File: src/rtl/tile_line_renderer.sv
// Tile-mode scanline renderer: walks the tile map and pattern RAMs for one display line and
// streams palette-resolved pixels, MSB-first within each pattern byte, into one line RAM bank.
module tile_line_renderer #(
    parameter int unsigned MAP_COLS_LOG2 = 6,
    parameter int unsigned MAP_ROWS_LOG2 = 6,
    parameter int unsigned TILE_LOG2     = 3,
    parameter int unsigned BPP           = 2,
    parameter int unsigned LINE_LOG2     = 9,
    parameter int unsigned COLOR_WIDTH   = 8
) (
    input  logic                                   clk,
    input  logic                                   rst,
    input  logic                                   line_start,
    input  logic [MAP_ROWS_LOG2+TILE_LOG2-1:0]     line_y,
    input  logic                                   line_bank,
    input  logic [MAP_COLS_LOG2+TILE_LOG2-1:0]     scroll_x,
    input  logic [MAP_ROWS_LOG2+TILE_LOG2-1:0]     scroll_y,
    output logic [MAP_ROWS_LOG2+MAP_COLS_LOG2-1:0] map_addr,
    input  logic [7:0]                             map_data,
    output logic [2*TILE_LOG2+$clog2(BPP)+4:0]     pat_addr,
    input  logic [7:0]                             pat_data,
    input  logic                                   pal_we,
    input  logic [BPP-1:0]                         pal_idx,
    input  logic [COLOR_WIDTH-1:0]                 pal_din,
    output logic                                   lw_en,
    output logic [LINE_LOG2:0]                     lw_addr,
    output logic [COLOR_WIDTH-1:0]                 lw_data,
    output logic                                   busy,
    output logic                                   done,
    output logic                                   overrun,
    input  logic                                   overrun_clr
);

    localparam int unsigned YW       = MAP_ROWS_LOG2 + TILE_LOG2;
    localparam int unsigned XW       = MAP_COLS_LOG2 + TILE_LOG2;
    localparam int unsigned BPP_LOG2 = $clog2(BPP);
    localparam int unsigned PPB_LOG2 = 3 - BPP_LOG2;
    localparam int unsigned PPB      = 1 << PPB_LOG2;
    localparam int unsigned WW       = TILE_LOG2 + BPP_LOG2 - 3;
    localparam int unsigned PAW      = 8 + TILE_LOG2 + WW;
    localparam int unsigned TILE_PX  = 1 << TILE_LOG2;
    localparam int unsigned PAL_N    = 1 << BPP;
    localparam logic [LINE_LOG2-1:0] LAST_X = LINE_LOG2'((1 << LINE_LOG2) - 1);

    typedef enum logic [2:0] {StIdle, StMap, StMapW, StPatW, StEmit} state_t;

    state_t                 state_q;
    logic [YW-1:0]          ey_q;
    logic [XW-1:0]          ex_q;
    logic [XW-1:0]          ex_nxt;
    logic                   bank_q;
    logic [LINE_LOG2-1:0]   x_q;
    logic [7:0]             pat_q;
    logic                   done_q;
    logic                   overrun_q;
    logic [COLOR_WIDTH-1:0] pal_q [PAL_N];

    logic [XW-1:0]          pix_in_byte;
    logic [7:0]             shamt;
    logic [BPP-1:0]         pix_idx;
    logic [PAW-1:0]         word;
    logic                   byte_end;

    assign ex_nxt      = ex_q + 1'b1;
    assign byte_end    = (ex_nxt & XW'(PPB - 1)) == '0;
    assign pix_in_byte = ex_q & XW'(PPB - 1);
    // Pixel 0 of a byte sits in the top BPP bits.
    assign shamt       = 8'((PPB - 1 - 32'(pix_in_byte)) * BPP);
    assign pix_idx     = BPP'(pat_q >> shamt);
    assign word        = PAW'((ex_q & XW'(TILE_PX - 1)) >> PPB_LOG2);

    assign map_addr = {ey_q[YW-1:TILE_LOG2], ex_q[XW-1:TILE_LOG2]};

    // Pattern address is formed straight from the map RAM output to keep the fetch at 3 cycles.
    assign pat_addr = (state_q == StMapW)
                    ? ((PAW'(map_data) << (TILE_LOG2 + WW))
                       | (PAW'(ey_q & YW'(TILE_PX - 1)) << WW)
                       | word)
                    : '0;

    always_ff @(posedge clk or posedge rst) begin
        if (rst) begin
            state_q   <= StIdle;
            ey_q      <= '0;
            ex_q      <= '0;
            bank_q    <= 1'b0;
            x_q       <= '0;
            pat_q     <= '0;
            done_q    <= 1'b0;
            overrun_q <= 1'b0;
        end else begin
            done_q <= 1'b0;
            if (line_start && state_q != StIdle) begin
                overrun_q <= 1'b1;
            end else if (overrun_clr) begin
                overrun_q <= 1'b0;
            end

            if (line_start) begin
                ey_q    <= line_y + scroll_y;
                ex_q    <= scroll_x;
                bank_q  <= line_bank;
                x_q     <= '0;
                state_q <= StMap;
            end else begin
                case (state_q)
                    StIdle: state_q <= StIdle;
                    StMap:  state_q <= StMapW;
                    StMapW: state_q <= StPatW;
                    StPatW: begin
                        pat_q   <= pat_data;
                        state_q <= StEmit;
                    end
                    StEmit: begin
                        x_q  <= x_q + 1'b1;
                        ex_q <= ex_nxt;
                        if (x_q == LAST_X) begin
                            state_q <= StIdle;
                            done_q  <= 1'b1;
                        end else if (byte_end) begin
                            state_q <= StMap;
                        end
                    end
                    default: state_q <= StIdle;
                endcase
            end
        end
    end

    always_ff @(posedge clk or posedge rst) begin
        if (rst) begin
            for (int unsigned i = 0; i < PAL_N; i++) begin
                pal_q[i] <= '0;
            end
        end else if (pal_we) begin
            pal_q[pal_idx] <= pal_din;
        end
    end

    always_comb begin
        lw_en   = (state_q == StEmit);
        lw_addr = '0;
        lw_data = '0;
        if (lw_en) begin
            lw_addr = {bank_q, x_q};
            lw_data = pal_q[pix_idx];
        end
        busy    = (state_q != StIdle);
        done    = done_q;
        overrun = overrun_q;
    end

endmodule

File: config.mk
export PLATFORM = sky130hd
export DESIGN_NAME = tile_line_renderer
export DESIGN_NICKNAME = d
export VERILOG_FILES = /design/src/rtl/tile_line_renderer.sv
export SDC_FILE = /design/constraint.sdc
export NUM_CORES = 1
export LEC_CHECK = 0
export CORE_ASPECT_RATIO = 0.9
export CORE_MARGIN = 2
export CORE_UTILIZATION = 28
export CTS_CLUSTER_DIAMETER = 50
export CTS_CLUSTER_SIZE = 30
export DETAILED_ROUTE_END_ITERATION = 10
export SETUP_SLACK_MARGIN = 0.3
export SYNTH_ARGS = -nofsm -noshare
export SYNTH_HDL_FRONTEND = slang
export SYNTH_SLANG_ARGS = --single-unit
export TNS_END_PERCENT = 5
File: constraint.sdc
create_clock -name clk -period 3 [get_ports clk]
set_input_delay 0.6 -clock clk [delete_from_list [all_inputs] [get_ports clk]]
set_output_delay 0.6 -clock clk [all_outputs]
set_load 0.005 [all_outputs]
==> impl_metrics.py, run 1 <==
metrics = {
    "status": {
        "status": "finished clean",
    },
    "routing": {
        "wire_per_inst_um": 15.6,
        "first_pass_iters": 5,
        "drt_iter0_markers": 178,
        "num_vias": 2876,
        "viasPerCell": 4.72,
        "routed_wl_um": 9480,
        "route.detailed.drc": 0,
        "ant_nets": 0,
    },
    "worst_setup_path": {
        "slowest_delay_ps": 530,
        "startpoint": "ex_q[0]",
        "reg2reg_to": "ex_q[7]",
        "critPathKind": "flip-flop to output port",
        "cp_max_fo": 16,
        "crit_chain": "mux4_2, buf_12, mux2i_1, o22ai_1, clkdlybuf4s50_1",
        "start_kind": "flip-flop",
        "cp.depth": 5,
        "ff2ff_path_depth": 5,
        "crit_required_ps": 2400,
        "cp-endpoint": "lw_data[7]",
        "crit_buf_inv": 2,
        "r2r_setup_slack_ps": 1340,
        "arrival_ps": 2240,
        "crit_slowest_cell": "mux4_2",
        "endpoint_kind": "output port",
        "reg2reg_from": "state_q[1]",
        "crit_family": "buffers and inverters",
    },
    "clock_network": {
        "clk_latency_ps": 330,
        "path_clk_slew_ps": 60,
        "cts.sinks": 73,
        "cts_tree": "built",
        "cts_buffer_depth": 2,
        "cts-root-buf": "clkbuf_16",
        "numCtsBuffers": 9,
        "htree_levels": 3,
        "cts_hold_buf": 0,
    },
    "timing": {
        "worst_slack_ps": 158,
        "maxSlewHeadroom_pct": 50.7,
        "fin_skew_ps": 2.59,
        "tightest_slew_ps": 737,
        "grt_setup_unrepaired": "true",
        "final_period_minus_worst_setup_slack_ps": 2840,
        "max_clock_freq_mhz": 352,
        "fin_crit_sh_pct": 94.7,
        "setup_viol": 0,
        "drv_slew": 0,
        "hold_viol": 0,
        "setup-tns-final_ps": 0,
    },
    "yosys": {
        "synth-simple-area-share_pct": 12.8,
        "synth_top_family_by_area": "multiplexers",
        "ys_warn_count": 0,
        "synth-edff-count": 0,
        "syn_area_um2": 3910,
        "netlist.area_leader.share_pct": 46.7,
        "synth_xor_area_share_pct": 4.26,
        "synth_area_leader_cell": "dfrtp_1",
        "synth_adder_area_share_pct": 4.35,
        "avgSynthCellArea_um2": 11.6,
        "ys.flop_type": "dfrtp_1",
        "synth_cells": 336,
        "ys_ff_latch": 73,
        "async_flop_share_pct": 100,
        "muxShareOfSynthArea_pct": 19.7,
        "synth_seq_area_share_pct": 46.7,
        "yosys.cell_types.count": 47,
        "synth-compound-area-share_pct": 7.46,
        "syn_nets": 408,
        "synth_area_leaders": "dfrtp_1 (47%), mux2_2 (14%), mux2i_1 (4.9%)",
    },
    "power": {
        "total_power_mw": 3.11,
        "ir_drop_mv": 0.285,
        "power_density_nw_per_um2": 576,
        "p_leak_nw": 2.28,
    },
    "global_route": {
        "grt_first_pass_wirelength_um": 15500,
        "grtUsageTotal_pct": 13.4,
        "grt_pass1_vias": 2997,
        "overflow": 0,
        "grt_max_degree": 74,
        "antenna_found_initial": 0,
    },
    "cells_and_area": {
        "fin_cells": 609,
        "drive_gt1_share_pct": 18.8,
        "diodes": 0,
        "mostFrequentLayoutCells": "clkdlybuf4s50_1 (102), dfrtp_1 (71), mux2_2 (47)",
        "area_growth_syn_to_layout_pct": 38.0,
        "mostFrequentLayoutCell": "clkdlybuf4s50_1",
        "fin_area_um2": 5390,
        "finalNetCount": 508,
    },
    "place": {
        "routabilityCongestion": 0.817,
        "hpwl_um": 7030,
        "place_area_um2": 5060,
        "place.port_buffers": 104,
        "pre_cts_ws_ps": 187,
        "dp_cells": 590,
    },
    "floorplan": {
        "die_h_um": 116,
        "io_pins": 105,
        "num_rows": 40,
        "die_w_um": 129,
        "die-area_um2": 14900,
        "core_um2": 13500,
        "start_util_pct": 28.9,
    },
    "worst_hold_path": {
        "holdPathStages": 2,
        "hp-class": "flip-flop to flip-flop",
    },
    "run": {
        "maxCapViolCount": 0,
    },
}
## worst reg2reg max path, delay by kind of cell, from the launching register on
family / cells / cell delay (ps)
AND/OR/NAND/NOR: 2 / 500
buffers and inverters: 1 / 310
XOR/XNOR: 1 / 160
flip-flops: 1 / 460
AO/OA/AOI/OAI: 1 / 150
## per-layer routing
layer	vias up	global-route usage [%]	wire [um]
met4	0	3.91	108
met5	-	0	0
met2	52	22.9	4780
met1	1422	17.1	4250
li1	1392	-	-
met3	10	2.86	346
## cell families after synthesis
family,Yosys count
and+or+nand+nor,89
xor gates and xnor gates,19
adders and majority gates,13
AOI/OAI and AO/OA,45
DFF,73
buffers and inverters,29
muxes,68
## per-stage QoR
step	utilization [%]	hold slack [ps]
floorplan	-	456
global placement	37.4	473
detailed placement	37.4	483
CTS	39.9	497
global route	39.9	516
finish	39.9	495
## worst min path at each step
stage	start	endpoint	slack, ps
6_report	ey_q[7]	ey_q[7]	500
5_1_grt	pal_q[4]	pal_q[4]	520
4_1_cts	ey_q[5]	ey_q[5]	500
3_5_place_dp	ey_q[5]	ey_q[5]	480
3_3_place_gp	ey_q[5]	ey_q[5]	470
2_1_floorplan	ey_q[5]	ey_q[5]	460
## cell usage after synthesis (2+ instances only)
| cell type | instances |
|---|---|
| dfrtp_1 | 73 |
| mux2_2 | 47 |
| and2_1 | 21 |
| nand2_1 | 20 |
| mux2i_1 | 19 |
| nor2_1 | 15 |
| buf_4 | 13 |
| ha_1 | 12 |
| o21ai_0 | 11 |
| xor2_1 | 10 |
| xnor2_1 | 9 |
| a21oi_1 | 8 |
| o22ai_1 | 8 |
| nand3_1 | 6 |
| nand4_1 | 6 |
| a21o_1 | 5 |
| clkbuf_1 | 5 |
| inv_1 | 5 |
| a211o_1 | 3 |
| and3_1 | 3 |
| buf_2 | 3 |
| nor3_1 | 3 |
| o211ai_1 | 3 |
| a211oi_1 | 2 |
| nand3b_1 | 2 |
| nor2b_1 | 2 |
| or3_1 | 2 |
## state kept, by name, summed over array words and instances (netlist names)
register / count
pat_q: 8
pal_q: 32
bank_q: 1
ex_q: 9
state_q: 3
overrun: 1
x_q: 9
ey_q: 9
done: 1
## layout make-up
type	count	area, um2
tap	168	210
fill	1290	8120
clock buffer	12	267
timing repair buffer	113	1130
multi-input combinational	234	1910
sequential	73	1830
inverter	5	18.8
clock inverter	4	26.3
## where the power goes
part / internal, mW / switching, mW
clock network: 0.626 / 0.403
registers: 1.17 / 0.120
logic: 0.484 / 0.306
## repair_timing
action	4_1_cts	5_1_grt
hold endpoints to repair	0	0
pin swaps	1	0
resized for setup	6	1
setup endpoints to repair	17	17
gates cloned	0	0
buffers inserted	3	0
(Power assumes the default switching activity.)
==> run 2, diff against run 1 <==
CORE_ASPECT_RATIO = unset   (was 0.9)
==> run 2 against run 1 <==
Effect of this change: non-clock buffer count unchanged; global-route usage about the same; sequential cell count unchanged; critical endpoint is now lw_data[3]; critical path type unchanged; worst hold slack better by 8.1 ps; clock skew up 4.7 ps; fmax down 0.12%; sequential share of layout area down 0.23 points; wire length down 1.8%; critical path depth unchanged; clock power up 8%.
==> impl_metrics.py, run 2 (synthesis results as in run 1) <==
metrics = {
    "power": {
        "power_density_nw_per_um2": 585,
        "p_leak_nw": 2.29,
        "comb_power_share_pct": 24.9,
        "pwr-share-seq_pct": 40.1,
        "clkPwrFrac_pct": 35.1,
        "ir_drop_mv": 0.275,
        "total_power_mw": 3.17,
        "switching_share_pct": 27.5,
        "switchingPower_uw": 872,
        "intPower_mw": 2.30,
    },
    "worst_setup_path": {
        "r2r_setup_slack_ps": 1350,
        "crit_family": "buffers and inverters",
        "crit_buf_inv": 2,
        "reg2reg_to": "ex_q[7]",
        "crit_required_ps": 2400,
        "reg2reg_from": "state_q[0]",
        "arrival_ps": 2250,
        "ff2ff_path_depth": 5,
        "endpoint_kind": "output port",
        "cp_max_fo": 16,
        "critPathKind": "flip-flop to output port",
        "crit_chain": "mux4_2, buf_12, mux2i_1, o22ai_1, clkdlybuf4s50_1",
        "start_kind": "flip-flop",
        "crit_slowest_cell": "mux4_2",
        "slowest_delay_ps": 540,
    },
    "place": {
        "hpwl_um": 6680,
        "pre_cts_ws_ps": 203,
        "routabilityCongestion": 0.792,
        "place_area_um2": 5080,
        "place.port_buffers": 104,
    },
    "timing": {
        "hold_viol": 0,
        "fin_crit_sh_pct": 94.9,
        "max_clock_freq_mhz": 351,
        "setup_viol": 0,
        "fin_skew_ps": 7.30,
        "grt_setup_unrepaired": "true",
        "tightest_slew_ps": 499,
        "drv_slew": 0,
        "maxSlewHeadroom_pct": 66.6,
        "worst_slack_ps": 154,
        "final_period_minus_worst_setup_slack_ps": 2850,
        "setup-tns-final_ps": 0,
    },
    "status": {
        "status": "finished clean",
    },
    "cells_and_area": {
        "drive_gt1_share_pct": 18.6,
        "fin_area_um2": 5430,
        "postLayoutCoreUtil_pct": 39.4,
        "finalNetCount": 508,
        "diodes": 0,
        "largest_reg_flops": 32,
        "mostFrequentLayoutCells": "clkdlybuf4s50_1 (102), dfrtp_1 (72), mux2_2 (47)",
        "largest_register": "pal_q",
        "mostFrequentLayoutCell": "clkdlybuf4s50_1",
        "area_growth_syn_to_layout_pct": 38.8,
        "fillCellCount": 1380,
    },
    "routing": {
        "viasPerCell": 4.64,
        "routed_wl_um": 9310,
        "ant_nets": 0,
        "route.detailed.drc": 0,
        "first_pass_iters": 4,
        "num_vias": 2881,
        "wire_per_inst_um": 15.0,
        "drt_iter0_markers": 137,
    },
    "floorplan": {
        "io_pins": 105,
        "die-area_um2": 14900,
        "num_rows": 43,
        "core_um2": 13800,
        "die_h_um": 122,
        "start_util_pct": 28.4,
        "die_w_um": 122,
    },
    "run": {
        "maxCapViolCount": 0,
    },
    "global_route": {
        "overflow": 0,
        "grtUsageTotal_pct": 13.4,
        "grt_max_degree": 74,
        "antenna_found_initial": 0,
        "grt_first_pass_wirelength_um": 15100,
        "grt_pass1_vias": 2927,
    },
    "clock_network": {
        "cts.sinks": 73,
        "clk_latency_ps": 340,
        "cts_buffer_depth": 2,
        "cts_tree": "built",
        "numCtsBuffers": 9,
        "path_clk_slew_ps": 60,
        "cts-root-buf": "clkbuf_16",
        "cts_hold_buf": 0,
        "htree_levels": 3,
    },
    "worst_hold_path": {
        "min_from": "bank_q",
        "hp-class": "flip-flop to flip-flop",
        "holdPathStages": 1,
        "min_to": "bank_q",
    },
}
-- run 2: worst max path at each step --
stage,slack (ps),to,cells past startpoint,start
2_1_floorplan,550,bank_q,1,rst
5_1_grt,70,lw_data[3],5,ex_q[0]
6_report,150,lw_data[3],5,ex_q[0]
3_3_place_gp,280,ey_q[6],7,line_y[0]
3_5_place_dp,200,lw_data[4],4,ex_q[1]
4_1_cts,130,lw_data[3],5,ex_q[0]
-- run 2: area by class of cell --
class,instances,area [um2],share of cell area [%]
Multi-Input combinational cell,234,1920,35.3
Sequential cell,73,1830,33.7
Timing Repair Buffer,113,1130,20.9
Clock buffer,9,225,4.15
Tap cell,180,225,4.15
Clock inverter,7,77.6,1.43
Inverter,5,18.8,0.346
-- run 2: per-layer routing --
metal / global-route usage [%] / share of wire [%] / wire length (um) / up-vias
met1: 16.6 / 43 / 4030 / 1398
met3: 3.56 / 5.7 / 531 / 15
met2: 21.6 / 49 / 4550 / 69
met4: 6.47 / 2.1 / 195 / 0
met5: 0 / 0 / 0 / -
li1: - / - / - / 1399
-- run 2: per-stage QoR --
step / hold WS (ps) / std cells
4_1_cts: 506 / 621
5_1_grt: 511 / 621
6_report: 503 / 621
3_3_place_gp: 485 / 603
2_1_floorplan: 456 / 336
3_5_place_dp: 491 / 603
-- run 2: timing repair --
action / in CTS / in global routing
endpoints found under the hold margin: 0 / 0
endpoints found under the setup margin: 8 / 22
resized for setup: 5 / 1
buffers inserted: 2 / 0
-- run 2: power by group through the flow --
stage | sequential, mW | combinational, mW | clock, mW
finish | 1.27 | 0.790 | 1.11
global route | 1.30 | 0.864 | 1.20
CTS | 1.27 | 0.805 | 1.15
detailed placement | 1.29 | 0.758 | 0
global placement | 1.28 | 0.749 | 0
floorplan | 1.25 | 0.570 | 0
-- run 2: worst reg2reg max path, stage by stage, from the launching register on --
cell	delay, ps
dfrtp_1	460
nor3b_4	330
buf_4	330
nand4_1	150
xor2_1	160
o21ai_0	140
==> run 3, diff against run 2 <==
PLACE_DENSITY_LB_ADDON = 0.05   (was unset)
SLEW_MARGIN = 25   (was unset)
==> run 3 against run 2 <==
Effect of this change: power grew 0.90%; register-to-register slack is essentially flat; utilization is essentially flat; first-iteration DRC count grew 20%; critical path depth is the same; via count shrank 2.4%; critical path type unchanged.
==> impl_metrics.py, run 3 (synthesis results as in run 1) <==
metrics = {
    "cells_and_area": {
        "finalNetCount": 508,
        "drive_gt1_share_pct": 17.9,
        "diodes": 0,
        "area_growth_syn_to_layout_pct": 38.9,
        "fillCellCount": 1382,
        "mostFrequentLayoutCells": "clkdlybuf4s50_1 (102), dfrtp_1 (72), mux2_2 (47)",
        "largest_register": "pal_q",
        "mostFrequentLayoutCell": "clkdlybuf4s50_1",
        "largest_reg_flops": 32,
    },
    "global_route": {
        "grt_first_pass_wirelength_um": 15300,
        "grtUsageTotal_pct": 13.4,
        "antenna_found_initial": 0,
        "overflow": 0,
        "grt_max_degree": 44,
        "grt_pass1_vias": 2903,
    },
    "worst_setup_path": {
        "critPathKind": "flip-flop to output port",
        "crit_slowest_cell": "clkdlybuf4s50_1",
        "start_kind": "flip-flop",
        "r2r_setup_slack_ps": 1350,
        "crit_required_ps": 2400,
        "crit_chain": "mux4_2, buf_8, mux2i_1, o22ai_1, clkdlybuf4s50_1",
        "endpoint_kind": "output port",
        "cp_max_fo": 16,
        "crit_buf_inv": 2,
        "arrival_ps": 2260,
        "crit_family": "buffers and inverters",
        "slowest_delay_ps": 530,
    },
    "timing": {
        "setup-tns-final_ps": 0,
        "tightest_slew_ps": 600,
        "maxSlewHeadroom_pct": 60.0,
        "fin_crit_sh_pct": 95.4,
        "hold_viol": 0,
        "max_clock_freq_mhz": 349,
        "setup_viol": 0,
        "fin_skew_ps": 3.26,
        "final_period_minus_worst_setup_slack_ps": 2860,
        "drv_slew": 0,
        "grt_setup_unrepaired": "true",
    },
    "place": {
        "place.port_buffers": 104,
        "hpwl_um": 6780,
        "routabilityCongestion": 0.747,
    },
    "routing": {
        "routed_wl_um": 9500,
        "viasPerCell": 4.53,
        "route.detailed.drc": 0,
        "wire_per_inst_um": 15.3,
        "num_vias": 2812,
        "drt_iter0_markers": 165,
        "first_pass_iters": 4,
        "ant_nets": 0,
    },
    "status": {
        "status": "finished clean",
    },
    "clock_network": {
        "cts.sinks": 73,
        "htree_levels": 3,
        "cts_tree": "built",
        "cts_buffer_depth": 2,
        "cts_hold_buf": 0,
        "path_clk_slew_ps": 60,
        "numCtsBuffers": 9,
        "clk_latency_ps": 330,
        "cts-root-buf": "clkbuf_16",
    },
    "power": {
        "switching_share_pct": 25.4,
        "comb_power_share_pct": 24.3,
        "clkPwrFrac_pct": 36.0,
        "intPower_mw": 2.39,
        "total_power_mw": 3.20,
        "power_density_nw_per_um2": 590,
        "switchingPower_uw": 812,
        "pwr-share-seq_pct": 39.6,
        "p_leak_nw": 2.30,
        "ir_drop_mv": 0.277,
    },
    "floorplan": {
        "num_rows": 43,
        "start_util_pct": 28.4,
        "die_w_um": 122,
        "core_um2": 13800,
        "die_h_um": 122,
        "die-area_um2": 14900,
        "io_pins": 105,
    },
    "worst_hold_path": {
        "hp-class": "flip-flop to flip-flop",
    },
    "run": {
        "maxCapViolCount": 0,
    },
}
## run 3: changes by cell type in the layout (fill, tap and decap cells not counted), sizes merged
| cell | delta |
|---|---|
| inv | -3 |
| clkinvlp | -1 |
| clkinv | +1 |
| clkbuf | +2 |
| bufinv | +1 |
## run 3: worst paths after layout
check / to / cells past startpoint / startpoint
worst max-delay path: lw_data[6] / 5 / ex_q[0]
worst min-delay path: ey_q[1] / 1 / ey_q[1]
worst max register to register: ex_q[7] / 5 / state_q[0]
worst min register to register: ey_q[1] / 1 / ey_q[1]
max in group asynchronous: ex_q[0] / 3 / rst
min in group asynchronous: pal_q[27] / 2 / rst
## run 3: layout make-up
cell class / instances / area (um2) / area share [%]
clock inverter: 5 / 78.8 / 1.45
inverter: 5 / 20.0 / 0.369
sequential: 73 / 1830 / 33.7
clock buffer: 11 / 243 / 4.47
timing repair buffer: 113 / 1130 / 20.8
tap: 180 / 225 / 4.15
multi-input combinational: 234 / 1900 / 35.1
## run 3: metrics by stage
step / area, um2 / worst slack [ps] / hold WS (ps) / util [%] / std cells
2_1_floorplan: 3910 / 547 / 456 / - / 336
3_3_place_gp: 5080 / 275 / 479 / 36.9 / 604
3_5_place_dp: 5080 / 265 / 487 / 36.9 / 604
4_1_cts: 5430 / 117 / 500 / 39.4 / 621
5_1_grt: 5430 / 34.7 / 519 / 39.4 / 621
6_report: 5430 / 138 / 498 / 39.4 / 621
## run 3: repair_timing
action,4_1_cts,5_1_grt
endpoints found under the setup margin,13,30
resized for setup,6,1
setup buffers,1,0
## run 3: layer usage
layer	track usage, %	up-vias	part of all wire (%)
met5	0	-	0
met1	18.8	1340	49
met4	5.17	0	1.5
met2	20.1	65	45
met3	3.14	11	4.6
li1	-	1396	-
## run 3: worst reg2reg max path, delay by kind of cell, from the launching register on
kind            cells  cell delay, ps
flops               1             470
simple gates        2             470
buf+inv             1             330
xor+xnor            1             160
compound gates      1             130
## run 3: power by group through the flow
| stage | Sequential, mW | Clock, mW | Combinational (mW) |
|---|---|---|---|
| 3_5_place_dp | 1.29 | 0 | 0.766 |
| 4_1_cts | 1.27 | 1.20 | 0.795 |
| 6_report | 1.27 | 1.15 | 0.779 |
| 5_1_grt | 1.30 | 1.24 | 0.860 |
| 2_1_floorplan | 1.25 | 0 | 0.570 |
| 3_3_place_gp | 1.29 | 0 | 0.755 |
